[src/rtl/cpu_exec_core_if.sv]
`default_nettype none
// ============================================================================
//  Module      : cpu_exec_core_if
//  Description : Instruction/operand inputs, PC/ALU outputs, control bits and
//                condition flags of the execution core, bundled as one bus.
//  Revision    : 1.0 - initial release
// ============================================================================
interface cpu_exec_core_if;
    logic [31:0] inst;
    logic [63:0] rd1;
    logic [63:0] rd2;
    logic [63:0] pc;
    logic [63:0] alu_result;
    logic        reg_write;
    logic        reg2loc;
    logic        alu_src;
    logic        set_flags;
    logic        mem_write;
    logic        mem_read;
    logic        mem_to_reg;
    logic        br_taken;
    logic [2:0]  alu_cntrl;
    logic        flag_n;
    logic        flag_z;
    logic        flag_v;
    logic        flag_c;

    // Fetch/register-file side: supplies instruction and operands, observes results
    modport master (
        output inst, rd1, rd2,
        input  pc, alu_result, reg_write, reg2loc, alu_src, set_flags,
        input  mem_write, mem_read, mem_to_reg, br_taken, alu_cntrl,
        input  flag_n, flag_z, flag_v, flag_c
    );

    // Execution core side
    modport slave (
        input  inst, rd1, rd2,
        output pc, alu_result, reg_write, reg2loc, alu_src, set_flags,
        output mem_write, mem_read, mem_to_reg, br_taken, alu_cntrl,
        output flag_n, flag_z, flag_v, flag_c
    );
endinterface
`default_nettype wire

[src/rtl/cpu_exec_core.sv]
`default_nettype none
// ============================================================================
//  Module      : cpu_exec_core
//  Description : Single-cycle execution core for a small ARMv8 subset:
//                decode, 64-bit ALU with N/Z/V/C, registered flags and PC
//                with branch handling.
//                Optional feature macro: CPU_EXEC_CORE_ANDS_EN (decodes ANDS).
//  Revision    : 1.0 - initial release
// ============================================================================
module cpu_exec_core #(
    parameter logic [63:0] RESET_PC = 64'h0
) (
    input  logic              clk,
    input  logic              reset,
    cpu_exec_core_if.slave    bus
);

    // Opcode fields
    localparam logic [9:0]  c_OP_ADDI  = 10'b1001000100;
    localparam logic [10:0] c_OP_ADDS  = 11'b10101011000;
    localparam logic [10:0] c_OP_SUBS  = 11'b11101011000;
    localparam logic [10:0] c_OP_LDUR  = 11'b11111000010;
    localparam logic [10:0] c_OP_STUR  = 11'b11111000000;
`ifdef CPU_EXEC_CORE_ANDS_EN
    localparam logic [10:0] c_OP_ANDS  = 11'b11101010000;
`endif
    localparam logic [5:0]  c_OP_B     = 6'b000101;
    localparam logic [7:0]  c_OP_CBZ   = 8'b10110100;
    localparam logic [7:0]  c_OP_BCOND = 8'b01010100;
    localparam logic [4:0]  c_COND_LT  = 5'b01011;

    // ALU operation codes
    localparam logic [2:0]  c_ALU_PASSB = 3'b000;
    localparam logic [2:0]  c_ALU_ADD   = 3'b010;
    localparam logic [2:0]  c_ALU_SUB   = 3'b011;
    localparam logic [2:0]  c_ALU_AND   = 3'b100;
    localparam logic [2:0]  c_ALU_ORR   = 3'b101;
    localparam logic [2:0]  c_ALU_EOR   = 3'b110;

    // Registered state
    logic [63:0] r_pc;
    logic        r_flag_n;
    logic        r_flag_z;
    logic        r_flag_v;
    logic        r_flag_c;

    // Decode results
    logic        w_reg_write;
    logic        w_reg2loc;
    logic        w_alu_src;
    logic        w_set_flags;
    logic        w_mem_write;
    logic        w_mem_read;
    logic        w_mem_to_reg;
    logic [2:0]  w_alu_cntrl;
    logic [63:0] w_imm;
    logic [63:0] w_offset;
    logic        w_is_b;
    logic        w_is_cbz;
    logic        w_is_blt;

    // ALU datapath
    logic [63:0] w_a;
    logic [63:0] w_b;
    logic [64:0] w_add_full;
    logic [64:0] w_sub_full;
    logic [63:0] w_result;
    logic        w_alu_n;
    logic        w_alu_z;
    logic        w_alu_v;
    logic        w_alu_c;

    logic        w_br_taken;
    logic [63:0] w_pc_next;

    // Instruction decode: control bits, immediate and branch offset
    always_comb begin
        w_reg_write  = 1'b0;
        w_reg2loc    = 1'b0;
        w_alu_src    = 1'b0;
        w_set_flags  = 1'b0;
        w_mem_write  = 1'b0;
        w_mem_read   = 1'b0;
        w_mem_to_reg = 1'b0;
        w_alu_cntrl  = c_ALU_PASSB;
        w_imm        = 64'd0;
        w_offset     = 64'd0;
        w_is_b       = 1'b0;
        w_is_cbz     = 1'b0;
        w_is_blt     = 1'b0;

        if (bus.inst[31:22] == c_OP_ADDI) begin
            w_reg_write = 1'b1;
            w_alu_src   = 1'b1;
            w_alu_cntrl = c_ALU_ADD;
            w_imm       = {52'd0, bus.inst[21:10]};
        end else if (bus.inst[31:21] == c_OP_ADDS) begin
            w_reg_write = 1'b1;
            w_reg2loc   = 1'b1;
            w_set_flags = 1'b1;
            w_alu_cntrl = c_ALU_ADD;
        end else if (bus.inst[31:21] == c_OP_SUBS) begin
            w_reg_write = 1'b1;
            w_reg2loc   = 1'b1;
            w_set_flags = 1'b1;
            w_alu_cntrl = c_ALU_SUB;
`ifdef CPU_EXEC_CORE_ANDS_EN
        end else if (bus.inst[31:21] == c_OP_ANDS) begin
            w_reg_write = 1'b1;
            w_reg2loc   = 1'b1;
            w_set_flags = 1'b1;
            w_alu_cntrl = c_ALU_AND;
`endif
        end else if (bus.inst[31:21] == c_OP_LDUR) begin
            w_reg_write  = 1'b1;
            w_alu_src    = 1'b1;
            w_mem_read   = 1'b1;
            w_mem_to_reg = 1'b1;
            w_alu_cntrl  = c_ALU_ADD;
            w_imm        = {{55{bus.inst[20]}}, bus.inst[20:12]};
        end else if (bus.inst[31:21] == c_OP_STUR) begin
            // reg2loc stays 0 so the store data register Rt comes from inst[4:0]
            w_alu_src   = 1'b1;
            w_mem_write = 1'b1;
            w_alu_cntrl = c_ALU_ADD;
            w_imm       = {{55{bus.inst[20]}}, bus.inst[20:12]};
        end else if (bus.inst[31:26] == c_OP_B) begin
            w_is_b   = 1'b1;
            w_offset = {{38{bus.inst[25]}}, bus.inst[25:0]};
        end else if (bus.inst[31:24] == c_OP_CBZ) begin
            // ALU passes Rt through so its zero flag decides the branch
            w_is_cbz = 1'b1;
            w_offset = {{45{bus.inst[23]}}, bus.inst[23:5]};
        end else if ((bus.inst[31:24] == c_OP_BCOND) && (bus.inst[4:0] == c_COND_LT)) begin
            w_is_blt = 1'b1;
            w_offset = {{45{bus.inst[23]}}, bus.inst[23:5]};
        end
    end

    assign w_a        = bus.rd1;
    assign w_b        = w_alu_src ? w_imm : bus.rd2;
    assign w_add_full = {1'b0, w_a} + {1'b0, w_b};
    assign w_sub_full = {1'b0, w_a} + {1'b0, ~w_b} + 65'd1;

    // ALU result and combinational condition flags
    always_comb begin
        w_result = 64'd0;
        w_alu_c  = 1'b0;
        w_alu_v  = 1'b0;
        case (w_alu_cntrl)
            c_ALU_PASSB: w_result = w_b;
            c_ALU_ADD: begin
                w_result = w_add_full[63:0];
                w_alu_c  = w_add_full[64];
                w_alu_v  = (w_a[63] == w_b[63]) && (w_add_full[63] != w_a[63]);
            end
            c_ALU_SUB: begin
                w_result = w_sub_full[63:0];
                w_alu_c  = w_sub_full[64];
                w_alu_v  = (w_a[63] != w_b[63]) && (w_sub_full[63] != w_a[63]);
            end
            c_ALU_AND:   w_result = w_a & w_b;
            c_ALU_ORR:   w_result = w_a | w_b;
            c_ALU_EOR:   w_result = w_a ^ w_b;
            default:     w_result = 64'd0;
        endcase
        w_alu_n = w_result[63];
        w_alu_z = (w_result == 64'd0);
    end

    // Branch resolution: B.LT reads only the registered flags
    always_comb begin
        w_br_taken = 1'b0;
        if (w_is_b) begin
            w_br_taken = 1'b1;
        end else if (w_is_cbz) begin
            w_br_taken = w_alu_z;
        end else if (w_is_blt) begin
            w_br_taken = (r_flag_n != r_flag_v);
        end
    end

    assign w_pc_next = w_br_taken ? (r_pc + (w_offset << 2)) : (r_pc + 64'd4);

    // Program counter register
    always_ff @(posedge clk or negedge reset) begin
        if (!reset) begin
            r_pc <= RESET_PC;
        end else begin
            r_pc <= w_pc_next;
        end
    end

    // Condition flags load only on flag-setting instructions
    always_ff @(posedge clk or negedge reset) begin
        if (!reset) begin
            r_flag_n <= 1'b0;
            r_flag_z <= 1'b0;
            r_flag_v <= 1'b0;
            r_flag_c <= 1'b0;
        end else if (w_set_flags) begin
            r_flag_n <= w_alu_n;
            r_flag_z <= w_alu_z;
            r_flag_v <= w_alu_v;
            r_flag_c <= w_alu_c;
        end
    end

    assign bus.pc         = r_pc;
    assign bus.alu_result = w_result;
    assign bus.reg_write  = w_reg_write;
    assign bus.reg2loc    = w_reg2loc;
    assign bus.alu_src    = w_alu_src;
    assign bus.set_flags  = w_set_flags;
    assign bus.mem_write  = w_mem_write;
    assign bus.mem_read   = w_mem_read;
    assign bus.mem_to_reg = w_mem_to_reg;
    assign bus.br_taken   = w_br_taken;
    assign bus.alu_cntrl  = w_alu_cntrl;
    assign bus.flag_n     = r_flag_n;
    assign bus.flag_z     = r_flag_z;
    assign bus.flag_v     = r_flag_v;
    assign bus.flag_c     = r_flag_c;

endmodule
`default_nettype wire

[src/flat_wrapper.sv]
// flat-port wrapper written by rule: the top's interface ports become plain ports
module cpu_exec_core_flat 
#(
    parameter logic [63:0] RESET_PC = 64'h0
)
  (clk, reset, bus_inst, bus_rd1, bus_rd2, bus_pc, bus_alu_result, bus_reg_write, bus_reg2loc, bus_alu_src, bus_set_flags, bus_mem_write, bus_mem_read, bus_mem_to_reg, bus_br_taken, bus_alu_cntrl, bus_flag_n, bus_flag_z, bus_flag_v, bus_flag_c);
  cpu_exec_core_if bus_i ();
  input  logic clk;
  input  logic reset;
  input wire logic [$bits(bus_i.inst)-1:0] bus_inst;
  input wire logic [$bits(bus_i.rd1)-1:0] bus_rd1;
  input wire logic [$bits(bus_i.rd2)-1:0] bus_rd2;
  output wire logic [$bits(bus_i.pc)-1:0] bus_pc;
  output wire logic [$bits(bus_i.alu_result)-1:0] bus_alu_result;
  output wire logic [$bits(bus_i.reg_write)-1:0] bus_reg_write;
  output wire logic [$bits(bus_i.reg2loc)-1:0] bus_reg2loc;
  output wire logic [$bits(bus_i.alu_src)-1:0] bus_alu_src;
  output wire logic [$bits(bus_i.set_flags)-1:0] bus_set_flags;
  output wire logic [$bits(bus_i.mem_write)-1:0] bus_mem_write;
  output wire logic [$bits(bus_i.mem_read)-1:0] bus_mem_read;
  output wire logic [$bits(bus_i.mem_to_reg)-1:0] bus_mem_to_reg;
  output wire logic [$bits(bus_i.br_taken)-1:0] bus_br_taken;
  output wire logic [$bits(bus_i.alu_cntrl)-1:0] bus_alu_cntrl;
  output wire logic [$bits(bus_i.flag_n)-1:0] bus_flag_n;
  output wire logic [$bits(bus_i.flag_z)-1:0] bus_flag_z;
  output wire logic [$bits(bus_i.flag_v)-1:0] bus_flag_v;
  output wire logic [$bits(bus_i.flag_c)-1:0] bus_flag_c;
  assign bus_i.inst = bus_inst;
  assign bus_i.rd1 = bus_rd1;
  assign bus_i.rd2 = bus_rd2;
  assign bus_pc = bus_i.pc;
  assign bus_alu_result = bus_i.alu_result;
  assign bus_reg_write = bus_i.reg_write;
  assign bus_reg2loc = bus_i.reg2loc;
  assign bus_alu_src = bus_i.alu_src;
  assign bus_set_flags = bus_i.set_flags;
  assign bus_mem_write = bus_i.mem_write;
  assign bus_mem_read = bus_i.mem_read;
  assign bus_mem_to_reg = bus_i.mem_to_reg;
  assign bus_br_taken = bus_i.br_taken;
  assign bus_alu_cntrl = bus_i.alu_cntrl;
  assign bus_flag_n = bus_i.flag_n;
  assign bus_flag_z = bus_i.flag_z;
  assign bus_flag_v = bus_i.flag_v;
  assign bus_flag_c = bus_i.flag_c;
  cpu_exec_core #(.RESET_PC(RESET_PC)) u_core (.clk(clk), .reset(reset), .bus(bus_i));
endmodule
[config.mk]
export PLATFORM = sky130hd
export DESIGN_NAME = cpu_exec_core_flat
export DESIGN_NICKNAME = d
export VERILOG_FILES = /design/src/rtl/cpu_exec_core_if.sv /design/src/rtl/cpu_exec_core.sv /design/src/flat_wrapper.sv
export SDC_FILE = /design/constraint.sdc
export NUM_CORES = 1
export LEC_CHECK = 0
export CAP_MARGIN = 20
export CORE_MARGIN = 1.5
export CORE_UTILIZATION = 51
export CTS_BUF_LIST = sky130_fd_sc_hd__clkbuf_8
export CTS_CLUSTER_SIZE = 8
export DETAILED_ROUTE_END_ITERATION = 6
export GPL_ROUTABILITY_DRIVEN = 1
export PLACE_DENSITY = 0.81
export SETUP_SLACK_MARGIN = 0.02
export SYNTH_ARGS = -nofsm -noshare
export SYNTH_HDL_FRONTEND = slang
export SYNTH_SLANG_ARGS = --single-unit
[constraint.sdc]
create_clock -name clk -period 7.58 [get_ports clk]
set_input_delay 0.758 -clock clk [delete_from_list [all_inputs] [get_ports clk]]
set_output_delay 0.758 -clock clk [all_outputs]
set_load 0.01 [all_outputs]
==> impl_results.md, run 1 <==
- Status: aborted with a tool error
- Fail Step: global routing
- First Err: [ERROR GRT-0116] Global routing finished with congestion. Check the congestion regions in the DRC Viewer.
- Yosys Warn Count: 0
- Synth Register Bits: 66
- Row count: 65
- Top post-synthesis cells by area: ha_1 (14%), dfrtp_1 (10%), a21oi_1 (8.0%)
- Synthesized area: approximately 17000 um2
- H-tree lvl count: 3
- Initial core utilization: 52.1%
- Post-DP HPWL: roughly 82000 um
- Num CTS Buffers: 9
- First-pass GRT wire length: between 200000 and 300000 um
- Synth Area per Inst: 6.86 um2
- Yosys top cell area share: ~14%
- CTS sink count: 66
- CTS Hold Bufs: 0
- Post-synth top area cell: ha_1
- Post-synthesis sequential area ratio: 9.96%
- Io pins: roughly 300
- Deepest clock path buffer count: 2
- Root Driver: clkbuf_8
- Post-synth ARST share: between 90% and 100%
- Largest net degree at the start of global routing: 67
- Main synth FF type: dfrtp_1
- Most common cell in the netlist: a21oi_1
- Port buffer count: between 300 and 400
- Number of flops mapped to enable cells by yosys: 0
- Gr ovfl total: 2942
- Synth Instances: around 2400
- Die span in y: roughly 180 um
- Vias in the first global route: 39927
- Die Width: approximately 180 um
- Synth cell types: 86
- RD Place Congestion: approximately 1.3
- Commonest cells in the netlist: a21oi_1 (266), nor2_1 (221), nand2_1 (211)
- Tot GR Track Use: 104%
-- what timing repair did --
| action | 4_1_cts |
|---|---|
| endpoints found under the setup margin | 67 |
| resized for setup | 384 |
| buffers inserted | 103 |
| pin swaps | 132 |
| cloned | 4 |
-- cell families after synthesis --
kind of cell / share of synthesized area, %
xor+xnor: 6.97
fa+ha+maj: 14.8
buf+inv: 6.40
mux: 2.29
flops: 9.96
other cells: 0.0226
compound gates: 35.4
simple gates: 24.2
-- metal layers --
layer,overflow,track usage (%)
met4,575,113
met3,105,85.1
met5,10,73.3
met1,122,91.9
met2,2130,131
-- stage by stage --
step	TNS, ns	std cells	util (%)	worst slack [ns]	instance area, um2
CTS	-66.01	4103	93.9	-2.10	29900
detailed placement	-143.55	4010	86.1	-3.58	27400
floorplan	-42.47	2420	-	-1.89	17000
global placement	-108.25	4010	86.1	-2.80	27400
==> run 2, diff against run 1 <==
--- a/config.mk
+++ b/config.mk
@@ -7,13 +7,10 @@
 export LEC_CHECK = 0
 export CAP_MARGIN = 20
 export CORE_MARGIN = 1.5
-export CORE_UTILIZATION = 51
-export CTS_BUF_LIST = sky130_fd_sc_hd__clkbuf_8
-export CTS_CLUSTER_SIZE = 8
+export CORE_UTILIZATION = 40
 export DETAILED_ROUTE_END_ITERATION = 6
 export GPL_ROUTABILITY_DRIVEN = 1
-export PLACE_DENSITY = 0.81
-export SETUP_SLACK_MARGIN = 0.02
+export PLACE_DENSITY_LB_ADDON = 0.15
 export SYNTH_ARGS = -nofsm -noshare
 export SYNTH_HDL_FRONTEND = slang
 export SYNTH_SLANG_ARGS = --single-unit
==> constraint.sdc (replaced) <==
create_clock -name clk -period 9.9 [get_ports clk]
set_input_delay 0.99 -clock clk [delete_from_list [all_inputs] [get_ports clk]]
set_output_delay 0.99 -clock clk [all_outputs]
set_load 0.01 [all_outputs]
==> run 2 against run 1 <==
  * The flow now finishes, with violations (negative setup slack)
  * Synthesized cell count stayed put
  * Area after synthesis did not move
==> impl_results.md, run 2 <==
- Vias in the first global route: 24064
- First-pass GRT wire length: between 100000 and 150000 um
- Vias: 24683
- Synth Area per Inst: 6.86 um2 (unchanged)
- Num CTS Buffers: 9 (unchanged)
- Most common cell in the netlist: a21oi_1
- Met3 WL: 7910 um
- Worst Hold Slack: ~0.58 ns
- 1st-iter DRT viols: ~2300
- Die span in y: 207 um (+13%)
- RD Place Congestion: 1.03 (-18%)
- Routed Antenna Nets: 0
- CP peak stage delay: between 0.5 and 0.6 ns
- CTS Hold Bufs: 0 (unchanged)
- Status: complete, but fails checks
- Post-synth top area cell: ha_1
- Synth cell types: 86 (unchanged)
- # DRC: 0
- Most frequent cells in the layout: buf_4 (955), clkdlybuf4s50_1 (289), a21oi_1 (222)
- Final period util: 103%
- Worst slack at placement: -1.74 ns (+1.84 ns)
- CTS sink count: 66 (unchanged)
- Met2 wire len: just over 40000 um
- Die ar.: 42700 um2
- Root Driver: clkbuf_16
- Logic pwr share: approximately two thirds
- Worst rel slew slack: roughly 33%
- Share of cells above drive strength 1: 36.1%
- Crit-path slowest cell: or4_4
- TritonRoute pass-1 iters: 6
- Main synth FF type: dfrtp_1
- Initial core utilization: 40.6% (-12 points)
- Port buffer count: 301 (unchanged)
- WS Path Type: in -> reg
- Via density: 5.98
- Crit end category: flip-flop
- Core area: slightly above 40000 um2
- Placed cell areas: 26900 um2 (-1.8%)
- M1 WL: about 37000 um
- Largest net degree at the start of global routing: 67
- Synth Register Bits: 66 (unchanged)
- H-tree lvl count: 3 (unchanged)
- Clk pwr share: 16.7%
- Synthesized area: 16600 um2 (unchanged)
- Switching Share: 41.3%
- Min-delay worst type: reg -> reg
- Commonest cells in the netlist: a21oi_1 (266), nor2_1 (221), nand2_1 (211)
- Final hold vios: 0
- Max reg flops: 62
- Post-synth ARST share: 100% (unchanged)
- Post-synthesis sequential area ratio: 9.96% (unchanged)
- Slew @ Worst Pin: just under 1 ns
- Setup tns final: -0.696 ns
- Failing checks: negative setup slack
- Clk_lat worst skew: around 0.34 ns
- Final WL: between 80000 and 90000 um
- P_leak: ~14 nW
- Sw Pwr: slightly below 0.9 mW
- CP startpoint kind: input pin
- Area growth, synth to finish: 77.2%
- Initial antenna violation count: 9
- Yosys Warn Count: 0 (unchanged)
- Cell mode on critical path: or4_4
- Synth Instances: 2418 (unchanged)
- Gr ovfl total: 0
- Tot GR Track Use: between 40% and 50%
- Fmax: ~0.1 GHz
- Final worst slack: -0.273 ns
- Storage element area: roughly 1700 um2
- Pwr dens: between 70 and 80 nW/um2
- Yosys top cell area share: 14.4% (unchanged)
- Max-cap violations: 0
- RSZ-0062 raised after global routing: true
- Io pins: 305 (unchanged)
- Maximum vdd drop: about 89 uV
- Layout fillers: approximately 3500
- Post-DP HPWL: 72000 um (-12%)
- Crit path max fanout: 7
- Multi-input gate area: about 16000 um2
- Setup Skew: between 0.01 and 0.015 ns
- Int Pwr: 1.26 mW
- Avg WL per Cell: around 22 um
- Top post-synthesis cells by area: ha_1 (14%), dfrtp_1 (10%), a21oi_1 (8.0%)
- Die Width: 207 um (+13%)
- Fin nets: 3949
- CP required: 10.17 ns
- Final Setup Violations: 5
- Final Max Slew Viols: 0
- Number of flops mapped to enable cells by yosys: 0 (unchanged)
- Row count: 74 (+14%)
- TritonCTS clock tree: built
- Flop pwr share: between 10% and 20%
- Deepest clock path buffer count: 2 (unchanged)
- Highest routed layer: met5
- Clock Pin Slew Worst Setup and Hold Paths: 0.07 ns
- Commonest non-fill, non-tap cell in the layout: buf_4
- Crit path time final: just over 10 ns
- Design Area, Final: 29400 um2
- Worst Path Arrival: approximately 10 ns
-- run 2: per-stage QoR --
stage / power [mW] / cells / util (%)
final: 2.15 / 4131 / 71.9
after global placement: 1.62 / 4046 / 65.8
after detailed placement: 1.63 / 4046 / 65.8
after global routing: 2.26 / 4130 / 71.9
after CTS: 2.06 / 4090 / 69.3
after floorplan: 0.901 / 2420 / -
-- run 2: kinds of logic (layout without fill, tap and decap cells) --
kind of cell / count (synthesis) / count (layout) / synth area share [%]
AOI/OAI and AO/OA: 899 / 899 / 35.4
and+or+nand+nor: 822 / 822 / 24.2
buffers and inverters: 267 / 1445 / 6.40
adders and majority gates: 194 / 194 / 14.8
xor gates and xnor gates: 132 / 132 / 6.97
DFF: 66 / 66 / 9.96
muxes: 37 / 37 / 2.29
other: 1 / 4 / 0.0226
-- run 2: final cells by class --
type / instances / area share, %
well taps: 532 / 2.27
clock buffers: 9 / 0.767
flip-flops and latches: 66 / 5.62
multi-input cells: 2087 / 52.8
clock inverters: 7 / 0.341
repair buffers: 1289 / 36.4
diodes: 1 / 0.00852
inverters: 140 / 1.80
-- run 2: worst paths after layout --
| path | end | cells past startpoint | slack (ns) | from |
|---|---|---|---|---|
| min in group asynchronous | u_core.bus.pc[52]$_DFF_PN0_ | 2 | 0.86 | reset |
| min reg2reg | u_core.bus.flag_n$_DFFE_PN0P_ | 1 | 0.58 | u_core.bus.flag_n$_DFFE_PN0P_ |
| max reg2reg | u_core.bus.pc[62]$_DFF_PN0_ | 22 | 5.04 | u_core.bus.flag_v$_DFFE_PN0P_ |
| max in group asynchronous | u_core.bus.flag_z$_DFFE_PN0P_ | 2 | 8.43 | reset |
| min | u_core.bus.flag_n$_DFFE_PN0P_ | 1 | 0.58 | u_core.bus.flag_n$_DFFE_PN0P_ |
| max | u_core.bus.pc[62]$_DFF_PN0_ | 39 | -0.27 | bus_inst[24] |
-- run 2: layer usage --
| layer | vias up | track usage, % |
|---|---|---|
| li1 | 11348 | - |
| met1 | 11720 | 50.0 |
| met2 | 1286 | 66.6 |
| met3 | 313 | 7.94 |
| met4 | 16 | 17.5 |
| met5 | - | 0 |
-- run 2: worst max-delay path, delay by kind of cell --
| kind | cells | cell delay (ns) |
|---|---|---|
| muxes | 1 | 0.22 |
| AOI/OAI and AO/OA | 19 | 4.12 |
| xor gates and xnor gates | 1 | 0.15 |
| buffers and inverters | 3 | 0.42 |
| and+or+nand+nor | 11 | 3.38 |
| adders and majority gates | 4 | 1.16 |
-- run 2: what timing repair did --
item	CTS	global route
buffers inserted	26	45
pin swaps	63	119
gates resized for setup	188	190
cloned	3	0
setup endpoints to repair	46	19
-- run 2: power groups by stage --
stage                     combinational, mW  clock (mW)  sequential, mW
final                                  1.48       0.361           0.317
after global routing                   1.57       0.377           0.319
after CTS                              1.38       0.361           0.316
after detailed placement               1.31           0           0.319
after global placement                 1.30           0           0.321
after floorplan                       0.585           0           0.316
No activity file was read; power rests on OpenSTA's default activity.
==> run 3, diff against run 2 <==
==> constraint.sdc (replaced) <==
create_clock -name clk -period 11.42 [get_ports clk]
set_input_delay 1.142 -clock clk [delete_from_list [all_inputs] [get_ports clk]]
set_output_delay 1.142 -clock clk [all_outputs]
set_load 0.01 [all_outputs]
==> run 3 against run 2 <==
  * The flow now finishes without violations
  * Global-route usage fell by 2.4 points
  * Highest routed layer unchanged
  * Critical path depth rose by 2
  * Worst setup slack better by 0.53 ns
  * Via count shrank 8.5%
  * Sequential power fell by 16%
  * Sequential cell count stayed put
  * Total power is 24% lower
  * Final cell count down 9.8%
  * First-iteration DRC count up 7.3%
  * Sequential share of layout area rose by 1.0 points
  * Critical path type unchanged
  * Clock skew is 0.00062 ns lower
  * Non-clock buffer count fell by 404
  * Largest cell class unchanged
==> impl_results.md, run 3 (synthesis gave the netlist of run 2 again) <==
- Initial core utilization: 40.6% (unchanged)
- Die span in y: 207 um (unchanged)
- Root Driver: clkbuf_16
- Initial antenna violation count: 6 (-3)
- Most frequent cells in the layout: buf_4 (578), clkdlybuf4s50_1 (298), a21oi_1 (256)
- Design Area, Final: 24900 um2 (-15%)
- Core area: 40800 um2 (unchanged)
- Worst rel slew slack: 28.9% (-4.4 points)
- CP required: 11.70 ns (+1.53 ns)
- Tot GR Track Use: 37.6% (-2.4 points)
- Setup Skew: 0.0102 ns (-0.000623 ns)
- Worst Path Buf+Inv: 7 (+4)
- Final period util: between 90% and 100%
- Worst Path Arrival: 11.44 ns (+0.99 ns)
- Slew @ Worst Pin: 1.06 ns (+0.0732 ns)
- Num CTS Buffers: 9 (unchanged)
- Port buffer count: 301 (unchanged)
- Area growth, synth to finish: 50.1%
- CP startpoint kind: input pin
- TritonRoute pass-1 iters: 6 (unchanged)
- Avg WL per Cell: 22.3 um (+2.7%)
- Final Setup Violations: 0 (-5)
- Min-delay worst type: reg -> reg
- Post-DP HPWL: 68800 um (-4.5%)
- CP peak stage delay: 0.57 ns (about the same)
- Family with the most delay on the worst path: compound AO/OA/AOI/OAI gates
- Vias in the first global route: 21630 (-10%)
- CTS Hold Bufs: 0 (unchanged)
- Largest net degree at the start of global routing: 67 (unchanged)
- Reg2reg setup slack: 6.33 ns (+1.29 ns)
- Setup tns final: 0 ns (+0.696 ns)
- Maximum vdd drop: 92.9 uV (+4.5%)
- First-pass GRT wire length: 123000 um (-6.7%)
- Power, Total: 1.64 mW (-24%)
- Pwr dens: 65.8 nW/um2 (-10%)
- Reg-to-reg startpoint: u_core.bus.flag_v$_DFFE_PN0P_
- Cell mode on critical path: buf_4
- Commonest non-fill, non-tap cell in the layout: buf_4
- Crit-path slowest cell: or4_4
- CTS sink count: 66 (unchanged)
- Status: completed
- Placed cell count: 3703 (-8.5%)
- Clock Pin Slew Worst Setup and Hold Paths: 0.06 ns (about the same)
- Routed Antenna Nets: 0 (unchanged)
- H-tree lvl count: 3 (unchanged)
- Crit end category: flip-flop
- Crit path time final: 11.16 ns
- WS Path Type: in -> reg
- Post-Route Utilization: 60.9% (-11 points)
- Max-cap violations: 0 (unchanged)
- Clk_lat worst skew: 0.36 ns (+0.02 ns)
- Via density: 6.06 (+1.4%)
- Vias: 22575 (-8.5%)
- P_leak: 12.0 nW (-16%)
- Final hold vios: 0 (unchanged)
- Io pins: 305 (unchanged)
- Row count: 74 (unchanged)
- Crit path max fanout: 20 (+13)
- Die Width: 207 um (unchanged)
- Max reg flops: 62 (unchanged)
- RD Place Congestion: 1.05 (+1.6%)
- Gr ovfl total: 0 (unchanged)
- # DRC: 0 (unchanged)
- Fmax: ~0.09 GHz
- Fin nets: 3545 (-10%)
- Setup crit start: bus_inst[29]
- 1st-iter DRT viols: 2435 (+7.3%)
- Deepest clock path buffer count: 2 (unchanged)
- Placed cell areas: 24100 um2 (-10%)
- Final Max Slew Viols: 0 (unchanged)
- Share of cells above drive strength 1: 21.8% (-14 points)
- Hold_sp: u_core.bus.pc[2]$_DFF_PN0_
- Final WL: 83100 um (-7.4%)
- TritonCTS clock tree: built
- Die ar.: 42700 um2 (unchanged)
- Layout Cells excl Fill: 3727 (-9.8%)
## run 3: area by class of cell
class | count | area (um2)
fillers | 3839 | 16000
multi-input cells | 2087 | 14300
repair buffers | 885 | 7450
flip-flops and latches | 66 | 1650
well taps | 532 | 666
inverters | 140 | 526
clock buffers | 10 | 229
clock inverters | 6 | 88.8
diodes | 1 | 2.50
## run 3: worst reg2reg max path, cell delays in order (launching register included)
cell	delay (ns)
dfrtp_1	0.46
xor2_1	0.19
nand2_1	0.06
nand2_1	0.05
nand2_1	0.08
and2_1	0.21
buf_4	0.31
nor2_1	0.10
ha_1	0.24
buf_4	0.15
a21oi_1	0.17
o21ai_0	0.21
a221oi_2	0.38
nand3_1	0.15
a21oi_2	0.17
o31ai_1	0.12
a21o_1	0.20
a41o_1	0.25
o41ai_1	0.35
o21ai_0	0.21
a2111o_1	0.43
a21oi_1	0.22
xnor2_1	0.17
xnor2_1	0.14
## run 3: stage by stage
step | worst slack [ns] | hold slack, ns
finish | 0.260 | 0.552
global route | -0.0359 | 0.583
CTS | 0.00288 | 0.555
detailed placement | -0.515 | 0.539
global placement | -0.459 | 0.520
floorplan | 0.120 | 0.545
## run 3: repair_timing
item / 4_1_cts / 5_1_grt
setup buffers: 0 / 7
resized for setup: 6 / 79
pin swaps: 1 / 20
setup endpoints to repair: 3 / 14
endpoints found under the hold margin: 0 / 0
## run 3: report_power, final
part	internal [mW]	switching (mW)
Combinational	0.505	0.559
Sequential	0.251	0.0138
Clock	0.192	0.116
Total	0.948	0.689
## run 3: routing by layer
layer  routed length, um  GRT usage (%)  vias up  share of wire [%]
met5                  65              0        -              0.078
met2               38100           63.1     1115                 46
met3                7350           6.84      252                8.8
met1               33500           46.8    10648                 40
li1                    -              -    10550                  -
met4                4130           16.8       10                5.0
## run 3: worst paths after layout
| path | end | cells after the start |
|---|---|---|
| max reg2reg | u_core.bus.pc[63]$_DFF_PN0_ | 23 |
| min | u_core.bus.pc[2]$_DFF_PN0_ | 1 |
| max in group asynchronous | u_core.bus.pc[10]$_DFF_PN0_ | 2 |
| min in group asynchronous | u_core.bus.pc[50]$_DFF_PN0_ | 2 |
| max | u_core.bus.pc[62]$_DFF_PN0_ | 41 |
| min reg2reg | u_core.bus.pc[2]$_DFF_PN0_ | 1 |
